## config.mk

```make
export PLATFORM = sky130hd
export DESIGN_NAME = pipe_stage_reg
export DESIGN_NICKNAME = d
export VERILOG_FILES = /design/src/rtl/pipe_stage_reg_pkg.sv /design/src/rtl/pipe_stage_reg_register.sv /design/src/rtl/pipe_stage_reg.sv
export SDC_FILE = /design/constraint.sdc
export NUM_CORES = 1
export LEC_CHECK = 0
export BUFFER_PORTS_ARGS = -buffer_cell sky130_fd_sc_hd__buf_2
export CORE_MARGIN = 2
export CORE_UTILIZATION = 48
export CTS_CLUSTER_SIZE = 14
export DETAILED_ROUTE_END_ITERATION = 10
export PLACE_DENSITY = 0.82
export SYNTH_ARGS = -nofsm -noshare
export SYNTH_HDL_FRONTEND = slang
export SYNTH_SLANG_ARGS = --single-unit
```

## constraint.sdc

```tcl
create_clock -name clk -period 2.45 [get_ports clk]
set_input_delay 0.245 -clock clk [delete_from_list [all_inputs] [get_ports clk]]
set_output_delay 0.245 -clock clk [all_outputs]
set_load 0.005 [all_outputs]
```

## src/rtl/pipe_stage_reg_pkg.sv

```systemverilog
// pipe_stage_reg_pkg
// Purpose : shared widths, types and helpers for the pipeline stage register.
//   ADDRESS_LEN  - architectural address width
//   IF_ID_WIDTH  - payload of the IF/ID stage (PC + instruction)
//   occ_t        - occupancy counter type (0..2)
//   occ_count()  - occupancy from the two entry valid bits
package pipe_stage_reg_pkg;

  localparam int ADDRESS_LEN = 32;
  localparam int IF_ID_WIDTH = 2 * ADDRESS_LEN;

  typedef logic [1:0] occ_t;

  function automatic occ_t occ_count(input logic main_v, input logic skid_v);
    return occ_t'({1'b0, main_v}) + occ_t'({1'b0, skid_v});
  endfunction

endpackage

```

## src/rtl/pipe_stage_reg_register.sv

```systemverilog
// pipe_stage_reg_register
// Purpose : loadable payload register with synchronous active-high reset.
// Ports   :
//   clk  - rising-edge clock
//   rst  - synchronous reset, loads RST_VAL
//   ld_i - load enable, captures d_i
//   d_i  - next payload
//   q_o  - stored payload
module pipe_stage_reg_register #(
  parameter int                     WORD_LENGTH = 64,
  parameter logic [WORD_LENGTH-1:0] RST_VAL     = '0
) (
  input  logic                   clk,
  input  logic                   rst,
  input  logic                   ld_i,
  input  logic [WORD_LENGTH-1:0] d_i,
  output logic [WORD_LENGTH-1:0] q_o
);

  logic [WORD_LENGTH-1:0] data_q;

  always_ff @(posedge clk) begin
    if (rst) begin
      data_q <= RST_VAL;
    end else if (ld_i) begin
      data_q <= d_i;
    end
  end

  assign q_o = data_q;

endmodule

```

## src/rtl/pipe_stage_reg.sv

```systemverilog
// pipe_stage_reg
// Purpose : parametrised pipeline stage register with valid/ready handshake,
//           freeze (stall) and flush. Strict FIFO order, occupancy 0..1, or
//           0..2 with the optional skid entry.
// Build option: define PIPE_REG_SKID_EN to add the skid entry, which makes
//           in_ready depend only on registered state and freeze.
// Ports   :
//   clk, rst              - clock, synchronous active-high reset
//   freeze                - stall: nothing accepted or released
//   flush                 - synchronous clear of all entries
//   in_valid/in_ready/in_data    - upstream handshake and payload
//   out_valid/out_ready/out_data - downstream handshake and head payload
//   count                 - occupancy
module pipe_stage_reg
  import pipe_stage_reg_pkg::*;
#(
  parameter int               WIDTH   = IF_ID_WIDTH,
  parameter logic [WIDTH-1:0] RST_VAL = '0
) (
  input  logic             clk,
  input  logic             rst,
  input  logic             freeze,
  input  logic             flush,
  input  logic             in_valid,
  output logic             in_ready,
  input  logic [WIDTH-1:0] in_data,
  output logic             out_valid,
  input  logic             out_ready,
  output logic [WIDTH-1:0] out_data,
  output logic [1:0]       count
);

  // Flush shares the reset path so both clear valids and payloads identically.
  logic clr;
  assign clr = rst | flush;

  logic             main_valid_q, main_valid_d;
  logic             main_ld;
  logic [WIDTH-1:0] main_d;
  logic             in_fire, out_fire;

  // Freeze already forces in_ready low, and gates out_fire here, so the
  // normal handshake logic alone guarantees all state holds while frozen.
  assign in_fire  = in_valid & in_ready;
  assign out_fire = main_valid_q & out_ready & ~freeze;

`ifdef PIPE_REG_SKID_EN
  logic             skid_valid_q, skid_valid_d;
  logic             skid_ld;
  logic [WIDTH-1:0] skid_data;

  // Registered ready: the skid slot guarantees room for one beat in flight.
  assign in_ready = ~freeze & ~skid_valid_q;

  // Main refills from skid first to keep FIFO order, else from the input.
  assign main_ld = (out_fire & skid_valid_q) |
                   (in_fire & (~main_valid_q | out_fire));
  assign main_d  = (out_fire & skid_valid_q) ? skid_data : in_data;

  // Input goes to skid when main stays occupied after this edge.
  assign skid_ld = in_fire & main_valid_q & (~out_fire | skid_valid_q);

  assign main_valid_d = main_ld ? 1'b1 : (out_fire ? 1'b0 : main_valid_q);
  assign skid_valid_d = skid_ld ? 1'b1
                      : ((out_fire & skid_valid_q) ? 1'b0 : skid_valid_q);

  always_ff @(posedge clk) begin
    if (clr) begin
      skid_valid_q <= 1'b0;
    end else begin
      skid_valid_q <= skid_valid_d;
    end
  end

  pipe_stage_reg_register #(
    .WORD_LENGTH (WIDTH),
    .RST_VAL     (RST_VAL)
  ) u_skid_reg (
    .clk  (clk),
    .rst  (clr),
    .ld_i (skid_ld),
    .d_i  (in_data),
    .q_o  (skid_data)
  );

  assign count = occ_count(main_valid_q, skid_valid_q);
`else
  // Single entry: accept when empty or when the head leaves this cycle.
  assign in_ready = ~freeze & (~main_valid_q | out_ready);

  assign main_ld      = in_fire;
  assign main_d       = in_data;
  assign main_valid_d = main_ld ? 1'b1 : (out_fire ? 1'b0 : main_valid_q);

  assign count = occ_count(main_valid_q, 1'b0);
`endif

  always_ff @(posedge clk) begin
    if (clr) begin
      main_valid_q <= 1'b0;
    end else begin
      main_valid_q <= main_valid_d;
    end
  end

  pipe_stage_reg_register #(
    .WORD_LENGTH (WIDTH),
    .RST_VAL     (RST_VAL)
  ) u_main_reg (
    .clk  (clk),
    .rst  (clr),
    .ld_i (main_ld),
    .d_i  (main_d),
    .q_o  (out_data)
  );

  assign out_valid = main_valid_q;

endmodule
```

=== After elaboration in Yosys (flattened, before gate mapping) ===
Cells that the tools add are included.

* Register bits after elaboration: 65
* Input bits: 70
* Word-level logic and storage cells: 13

* Mux-type cells: 2
* Bitwise operators: 8
* Reduce and logical (&&, ||, !) cells: 1

{| class="wikitable"
|+ Operator list
! operator !! number
|-
| bitwise AND 1 bit || 4
|-
| 2-to-1 mux 1 bit || 2
|-
| inverter 1 bit || 2
|-
| OR 1 bit || 2
|-
| nonzero test 2 bit || 1
|}

=== Longest topological paths before layout ===
Gate-level depths: netlist of the first run.

* Depth in word-level cells: 5
* Mapped depth: 5
* Gate-level depth less buffers: 3

=== Modules after synthesis ===
From an unflattened synthesis of the first run, not the netlist that was laid out.

* Cells, all modules: 218
* Area total of the unflattened synthesis: 2376.0 um^2

{| class="wikitable"
|+ By module, submodules not included
! module !! times used !! cells each !! area an instance (um^2) !! sequential area each (um^2)
|-
| pipe_stage_reg_register || 1 || 206 || 2290.9 || 1281.2
|-
| pipe_stage_reg || 1 || 12 || 85.1 || 20.0
|}

=== Worst setup path before layout of the first run ===
OpenSTA, ideal clock, no wires.

* Kind: flip-flop to output port
* Start: reg main_valid_q, in the netlist out_valid
* End: out in_ready
* Arrival: 0.912 ns
* Data required time: 2.205 ns
* Slack: 1.293 ns
* Stages on the path, launching flop included: 5
* Path through: dfxtp_1 > and2b_1 > buf_4 > buf_4 > nor2_1

* Word-level cells in the longest chain between the ends: 3

{| class="wikitable"
|+ RTL lines
! element !! RTL line !! RTL
|-
| start: declaration || pipe_stage_reg.sv:37 || <nowiki>logic main_valid_q, main_valid_d;</nowiki>
|-
| start signal: assignment || pipe_stage_reg.sv:102 || <nowiki>main_valid_q <= main_valid_d;</nowiki>
|-
| inverter 1 bit || pipe_stage_reg.sv:89 || <nowiki>assign in_ready = ~freeze & (~main_valid_q | out_ready);</nowiki>
|-
| OR 1 bit || pipe_stage_reg.sv:89 ||
|-
| bitwise AND 1 bit || pipe_stage_reg.sv:89 ||
|-
| end: declaration || pipe_stage_reg.sv:25 || <nowiki>output logic in_ready,</nowiki>
|}

Every way passes these cells.

=== Worst setup path after layout of the first run ===
Same ends and word-level chain as after synthesis.

==> flow_summary.toml, run 1 <==
[run_status]
run_status = "finished, final reports clean"

[critical_path]
end_kind = "primary output"
setup.worst_path.start_class = "flop"
crit_path_max_fanout = 35
worstPathArrival_ns = 1.45
cp.required_ns = 2.20
worst-setup-path-type = "flop to primary output"

[timing]
drv_slew = 0
hold_viol_final = 0
setup_viol = 0
hold_ws_ns = 0.1714
tightestPinTransition_ns = 0.8343
relSlewSlack = 0.4438
skew_ns = 0.005137
max_freq_mhz = 589.2
tns_ns = 0
period_share = 0.6927
rsz0062_at_grt = "no"
finalCriticalPeriod_ns = 1.697

[synthesis]
syn_area_mm2 = 0.002630
yosysUniqueCellTypes = 17
ys_ff_latch = 65
syn_nets = 374
syn_area_per_cell_um2 = 8.651
seq_area_frac_synth = 0.4948
ys_warn_count = 0
syn_inst = 304

[global_route]
grt_pass1_wl_mm = 11.13
grt_pass1_vias = 2528
grt_max_degree = 66
antenna_found_initial = 0
grt_usage = 0.2239
grt.overflow.total = 0

[place]
place_congestion = 0.7772
io_buffer_count = 136
place_hpwl_mm = 4.663

[die]
die_area_mm2 = 0.006087
placementRows = 26
ios = 138
start_util = 0.5053
coreArea_mm2 = 0.005205
die_h_um = 78.02
fp.dieW_um = 78.02

[pwr]
vdd_drop_max_mv = 0.3240
p_per_area_mw_per_mm2 = 596.8
power_leakage_nw = 1.472

[clock_network]
cts-buffers-inserted = 9
cts_max_path_buffers = 2
post_cts_resized = 0
cts_tree = "yes"
clk_latency_ns = 0.32
hold_buffers = 0
htreeDepth = 3
clock_sinks = 65
root_buffer = "clkbuf_8"
post_cts_buffers = 0
path_clk_slew_ns = 0.07

[routing]
via_count = 2648
routedWlPerCell_um = 13.95
drt_iter0_markers = 166
viasPerCell = 5.349
route.detailed.drc = 0
totalWireLength_mm = 6.904
ant_nets = 0
drtPass1Iterations = 4

[cells_and_area]
drive_above_1_share = 0.4494
antenna_cells = 0
final_util = 0.6630
fillCellCount = 490
layout.nets = 491
area_growth_pct = 31.21

[worst_hold_path]
min-delay-path-class = "input port to flop"

[job]
cap_violations = 0
## area by class of cell
type / count / area, µm² / share of cell area
Clock inverter: 3 / 17.52 / 0.005076
Timing Repair Buffer: 143 / 758.2 / 0.2197
Multi-Input combinational cell: 202 / 1141 / 0.3307
Clock buffer: 12 / 145.1 / 0.04206
Sequential cell: 65 / 1301 / 0.3771
Tap cell: 70 / 87.58 / 0.02538
## layout by cell type, fill, tap and decap left out
cell type and count:
conb_1 1, buf_2 136, a21oi_2 30, nand2b_2 2
dfxtp_1 65, nor2b_4 1, clkinv_2 2, o21ai_0 26
buf_4 5, nand2_1 1, a21oi_1 35, and2b_2 1
clkbuf_8 10, nor2_1 1, clkinvlp_4 1, buf_12 2
clkbuf_1 2, o21ai_1 39, nand3_1 64, or2_2 1
## layer usage
| layer | GRT usage | routed length, µm |
|---|---|---|
| met3 | 0.04828 | 538 |
| met4 | 0.07544 | 63 |
| met5 | 0 | 0 |
| met1 | 0.2771 | 2872 |
| met2 | 0.3871 | 3431 |
## kinds of logic after synthesis
| kind of cell | after synthesis | synth area share |
|---|---|---|
| other | 1 | 0.001426 |
| buffers and inverters | 37 | 0.07659 |
| and+or+nand+nor | 71 | 0.1370 |
| DFF | 65 | 0.4948 |
| AOI/OAI and AO/OA | 130 | 0.2902 |
## worst max-delay path, stage by stage (launching register included)
cell and delay (ns):
dfxtp_1 0.39, and2b_2 0.54, nor2_1 0.07, buf_2 0.14
## where the power goes
group / switching (mW) / leakage, nW / internal [mW]
clock network: 0.369 / 0.0822 / 0.386
registers: 0.0115 / 0.527 / 1.08
logic: 0.119 / 0.863 / 0.0933
## final timing paths
kind	startpoint	endpoint	slack, ns	cells past startpoint
hold reg to reg	u_main_reg.q_o[54]	u_main_reg.q_o[54]	0.47	2
setup / recovery	out_valid	in_ready	0.75	3
hold / removal	in_data[59]	u_main_reg.q_o[59]	0.17	3
setup reg to reg	out_valid	u_main_reg.q_o[55]	0.92	4
## synth_stat cells (all sizes together)
library cell	number	area share
nor2b	1	0.0024
dfxtp	65	0.49
nand2	1	0.0014
clkbuf	7	0.011
nor2	1	0.0014
nand2b	2	0.0048
or2	1	0.0024
a21oi	65	0.17
and2b	1	0.0029
o21ai	65	0.12
nand3	64	0.12
buf	30	0.066
conb	1	0.0014
## state kept, by name, summed over array words and instances, names as in the netlist
register,count
u_main_reg.q_o,64
out_valid,1
## stage by stage
stage	instance area (µm²)	total power, mW	setup slack [ns]	cells
4_1_cts	3451	2.080	0.7035	495
5_1_grt	3451	2.159	0.6173	495
3_5_place_dp	3288	1.328	0.9143	480
3_3_place_gp	3288	1.325	0.9320	480
2_1_floorplan	2630	1.232	1.293	304
6_report	3451	2.059	0.7528	495
(Power assumes the default switching activity.)
==> run 2: changes to the inputs <==
--- a/config.mk
+++ b/config.mk
@@ -7,10 +7,10 @@
 export LEC_CHECK = 0
 export BUFFER_PORTS_ARGS = -buffer_cell sky130_fd_sc_hd__buf_2
 export CORE_MARGIN = 2
-export CORE_UTILIZATION = 48
+export CORE_UTILIZATION = 45
 export CTS_CLUSTER_SIZE = 14
 export DETAILED_ROUTE_END_ITERATION = 10
-export PLACE_DENSITY = 0.82
+export PLACE_DENSITY = 0.78
 export SYNTH_ARGS = -nofsm -noshare
 export SYNTH_HDL_FRONTEND = slang
 export SYNTH_SLANG_ARGS = --single-unit
==> constraint.sdc (replaced) <==
create_clock -name clk -period 1.7 [get_ports clk]
set_input_delay 0.17 -clock clk [delete_from_list [all_inputs] [get_ports clk]]
set_output_delay 0.17 -clock clk [all_outputs]
set_load 0.005 [all_outputs]
==> run 2 against run 1 <==
- global-route usage increased by 0.56 points
- core utilization decreased by 1.1 points
- cell area increased by 5.3%
- sequential share of layout area decreased by 1.9 points
- largest power group is now the clock network
- sequential cell count unchanged
- hold slack got worse by 0.089 ns
- via count increased by 2.5%
==> flow_summary.toml, run 2 (synthesized netlist as in run 1, its figures left out) <==
[die]
fp.dieW_um = 80.45
coreArea_mm2 = 0.005574
placementRows = 27
die_area_mm2 = 0.006472
start_util = 0.4718
die_h_um = 80.45
ios = 138

[routing]
ant_nets = 0
routedWlPerCell_um = 14.27
viasPerCell = 5.376
via_count = 2715
drt_iter0_markers = 165
route.detailed.drc = 0
drtPass1Iterations = 5
totalWireLength_mm = 7.207

[cells_and_area]
multi_input_area_mm2 = 0.001142
final_common_cell = "buf_2"
layout.nets = 498
drive_above_1_share = 0.4642
final_cell_mix = "136 x buf_2, 65 x dfxtp_1, 64 x nand3_1, 39 x o21ai_1, 35 x a21oi_1"
final_util = 0.6519
area_growth_pct = 38.15
antenna_cells = 0
fillCellCount = 510
largest_register_ffs = 64
seqCellArea_mm2 = 0.001301
final_cell_area_mm2 = 0.003633

[pwr]
p_int_mw = 2.900
p_sw_frac = 0.2119
p_clk_frac = 0.486
power_leakage_nw = 1.565
seqPwrFrac = 0.427
vdd_drop_max_mv = 0.6116
p_per_area_mw_per_mm2 = 1013
switching_power_mw = 0.7795
combPwrFrac = 0.087

[place]
io_buffer_count = 136
place_hpwl_mm = 4.534
pre_cts_ws_ns = 0.3216
placed_area_mm2 = 0.003326
place_congestion = 0.7615

[timing]
max_freq_mhz = 631.7
skew_ns = 0.005132
finalCriticalPeriod_ns = 1.583
rsz0062_at_grt = "no"
setup_viol = 0
period_share = 0.9311
drv_slew = 0
fin_ws_ns = 0.1171
hold_viol_final = 0
tns_ns = 0

[global_route]
grt_pass1_vias = 2585
use_met1 = 0.2759
grt_usage = 0.2295
grt_pass1_wl_mm = 11.67
grt.overflow.total = 0
busiest_layer = "met2"
met2_usage = 0.3883
grt_max_degree = 66
grt_util_met3 = 0.05281
antenna_found_initial = 0

[critical_path]
worst-setup-path-type = "flop to primary output"
critical_path.max_stage_delay_ns = 0.41
end_kind = "primary output"
crit_buf_inv = 2
crit_family = "flip-flops"
worstPathArrival_ns = 1.41
cp_slowest_cell = "dfxtp_1"
cp.required_ns = 1.53
crit_path_max_fanout = 32
setup.worst_path.start_class = "flop"
path_cells = "and2b_4, buf_12, nor2_1, buf_2"

[clock_network]
clock_sinks = 65
cts-buffers-inserted = 9
cts_max_path_buffers = 2
clk_latency_ns = 0.33
root_buffer = "clkbuf_8"
hold_buffers = 0
cts_tree = "yes"
htreeDepth = 3
path_clk_slew_ns = 0.07

[job]
cap_violations = 0

[worst_hold_path]
min-delay-path-class = "input port to flop"

[run_status]
run_status = "finished, final reports clean"
[run 2: changes by cell type in the layout (fill, tap and decap cells not counted), sizes merged]
cell and delta:
clkbuf -1, clkinv -1, clkinvlp -1, bufinv +4, buf +7
[run 2: timing repair]
action                     CTS  global route
resized for setup            1             0
cloned                       0             0
hold endpoints to repair     0             0
setup buffers                0             4
setup endpoints to repair    1             1
[run 2: per-stage QoR]
step                      hold slack (ns)  power [mW]  instances
after CTS                         0.06809       3.714        501
after floorplan                    0.3177       1.775        304
after global placement             0.4240       1.917        485
after detailed placement           0.4300       1.921        485
final                             0.08288       3.679        505
after global routing              0.07213       3.823        505
[run 2: power groups by stage]
| stage | logic (mW) | registers [mW] | clock network, mW |
|---|---|---|---|
| floorplan | 0.167 | 1.61 | 0 |
| global placement | 0.312 | 1.61 | 0 |
| detailed placement | 0.315 | 1.61 | 0 |
| CTS | 0.317 | 1.57 | 1.83 |
| global route | 0.354 | 1.57 | 1.90 |
| finish | 0.319 | 1.57 | 1.79 |
[run 2: layout make-up]
class                           count  share of cell area
Tap cell                           72             0.02479
Clock buffer                       11             0.04167
Sequential cell                    65              0.3581
Clock inverter                      5             0.03444
Timing Repair Buffer              150              0.2266
Multi-Input combinational cell    202              0.3144
[run 2: worst paths after layout]
| check | start | end | slack [ns] | cells past startpoint |
|---|---|---|---|---|
| hold / removal | in_data[2] | u_main_reg.q_o[2] | 0.08 | 3 |
| hold reg to reg | u_main_reg.q_o[62] | u_main_reg.q_o[62] | 0.47 | 2 |
| setup reg to reg | out_valid | u_main_reg.q_o[26] | 0.32 | 5 |
| setup / recovery | out_valid | in_ready | 0.12 | 4 |
[run 2: tightest hold or removal path: cells and delay by family]
family | cells | cell delay [ns]
buffers and inverters | 1 | 0.10
and+or+nand+nor | 1 | 0.05
AOI/OAI and AO/OA | 1 | 0.05
[run 2: per-layer routing]
layer	up-vias	part of all wire
li1	1325	-
met1	1274	0.44
met2	104	0.47
met3	12	0.073
met4	0	0.020
met5	-	0
==> run 3: changes to the inputs <==
--- a/config.mk
+++ b/config.mk
@@ -10,7 +10,7 @@
 export CORE_UTILIZATION = 45
 export CTS_CLUSTER_SIZE = 14
 export DETAILED_ROUTE_END_ITERATION = 10
-export PLACE_DENSITY = 0.78
+export PLACE_DENSITY_LB_ADDON = 0.15
 export SYNTH_ARGS = -nofsm -noshare
 export SYNTH_HDL_FRONTEND = slang
 export SYNTH_SLANG_ARGS = --single-unit
==> run 3 against run 2 <==
- combinational power is 2% lower
- non-clock buffer count is 5 lower
- via count is 4.4% lower
- register-to-register slack better by 0.06 ns
- clock-buffer cell count is 3 higher
- clock power is 26% lower
- highest routed layer unchanged
- largest cell class unchanged
==> flow_summary.toml, run 3 (synthesized netlist as in run 1, its figures left out) <==
[routing]
totalWireLength_mm = 6.979
route.detailed.drc = 0
via_count = 2595
ant_nets = 0
drt_iter0_markers = 154
viasPerCell = 5.190
routedWlPerCell_um = 13.96
drtPass1Iterations = 4

[critical_path]
cp.required_ns = 1.53
worst-path-stages = 3
reg2regPathDepth = 4
setup.worst_path.start_class = "flop"
worstPathArrival_ns = 1.29
worst-setup-path-type = "flop to primary output"
critical_path.max_stage_delay_ns = 0.39
path_cells = "and2b_2, nor2_1, buf_2"
end_kind = "primary output"
crit_path_max_fanout = 17
crit_family = "simple AND/OR/NAND/NOR gates"
cp_slowest_cell = "and2b_2"
crit_buf_inv = 1

[clock_network]
path_clk_slew_ns = 0.06
post_cts_resized = 0
cts_tree = "yes"
htreeDepth = 3
cts_max_path_buffers = 2
clk_latency_ns = 0.33
clock_sinks = 65
cts-buffers-inserted = 9
post_cts_buffers = 0
hold_buffers = 0
root_buffer = "clkbuf_8"

[global_route]
antenna_found_initial = 0
grt.overflow.total = 0
grt_max_degree = 52
grt_pass1_wl_mm = 10.99
grt_pass1_vias = 2424
grt_usage = 0.2154

[cells_and_area]
final_cell_mix = "136 x buf_2, 65 x dfxtp_1, 64 x nand3_1, 39 x o21ai_1, 35 x a21oi_1"
largest_register_ffs = 64
layout.nets = 493
final_common_cell = "buf_2"
area_growth_pct = 34.54
drive_above_1_share = 0.4533
antenna_cells = 0
final_util = 0.6348

[timing]
skew_ns = 0.003474
hold_ws_ns = 0.09017
rsz0062_at_grt = "no"
hold_viol_final = 0
finalCriticalPeriod_ns = 1.458
period_share = 0.8575
tns_ns = 0
max_freq_mhz = 686.0
drv_slew = 0
setup_viol = 0
fin_ws_ns = 0.2423

[die]
die_area_mm2 = 0.006472
fp.dieW_um = 80.45
start_util = 0.4718
ios = 138
die_h_um = 80.45
coreArea_mm2 = 0.005574
placementRows = 27

[pwr]
power_leakage_nw = 1.514
power_mw = 3.220
p_per_area_mw_per_mm2 = 909.9
vdd_drop_max_mv = 0.5103

[place]
place_hpwl_mm = 4.518
pre_cts_ws_ns = 0.3965
io_buffer_count = 136
place_congestion = 0.7274

[run_status]
run_status = "finished, final reports clean"

[job]
cap_violations = 0

[worst_hold_path]
min-delay-path-class = "input port to flop"
hold_depth = 3
-- run 3: cell count changes in the layout (fill, tap and decap cells not counted) --
cell	previous run	this run
and2b_2	0	1
and2b_4	1	0
buf_12	3	4
buf_4	11	5
bufinv_16	4	1
clkbuf_1	0	2
clkbuf_8	11	12
-- run 3: report_power, final --
part	switching (mW)	internal [mW]	leakage [nW]
sequential	0.0149	1.56	0.527
clock	0.538	0.797	0.107
combinational	0.174	0.140	0.881
total	0.727	2.49	1.51
-- run 3: through the flow --
| step | cells | cell area [µm²] |
|---|---|---|
| floorplan | 304 | 2630 |
| global placement | 484 | 3331 |
| detailed placement | 484 | 3331 |
| CTS | 500 | 3538 |
| global route | 500 | 3538 |
| finish | 500 | 3538 |
-- run 3: final cells by class --
class / instances / area (µm²)
Clock inverter: 2 / 35.03
Fill cell: 532 / 2036
Tap cell: 72 / 90.09
Timing Repair Buffer: 145 / 798.3
Clock buffer: 14 / 172.7
Multi-Input combinational cell: 202 / 1141
Sequential cell: 65 / 1301
-- run 3: metal layers --
layer,GRT usage,part of all wire
met3,0.06629,0.090
met2,0.3333,0.45
met5,0,0
met4,0.08136,0.013
met1,0.2819,0.45
-- run 3: worst paths after layout --
kind / start / endpoint / slack (ns)
min: in_data[57] / u_main_reg.q_o[57] / 0.09
min reg2reg: u_main_reg.q_o[55] / u_main_reg.q_o[55] / 0.47
max: out_valid / in_ready / 0.24
max reg2reg: out_valid / u_main_reg.q_o[58] / 0.38
-- run 3: worst min-delay path, delay by kind of cell --
family                 cells  cell delay [ns]
AO/OA/AOI/OAI              1             0.05
buffers and inverters      1             0.09
AND/OR/NAND/NOR            1             0.05
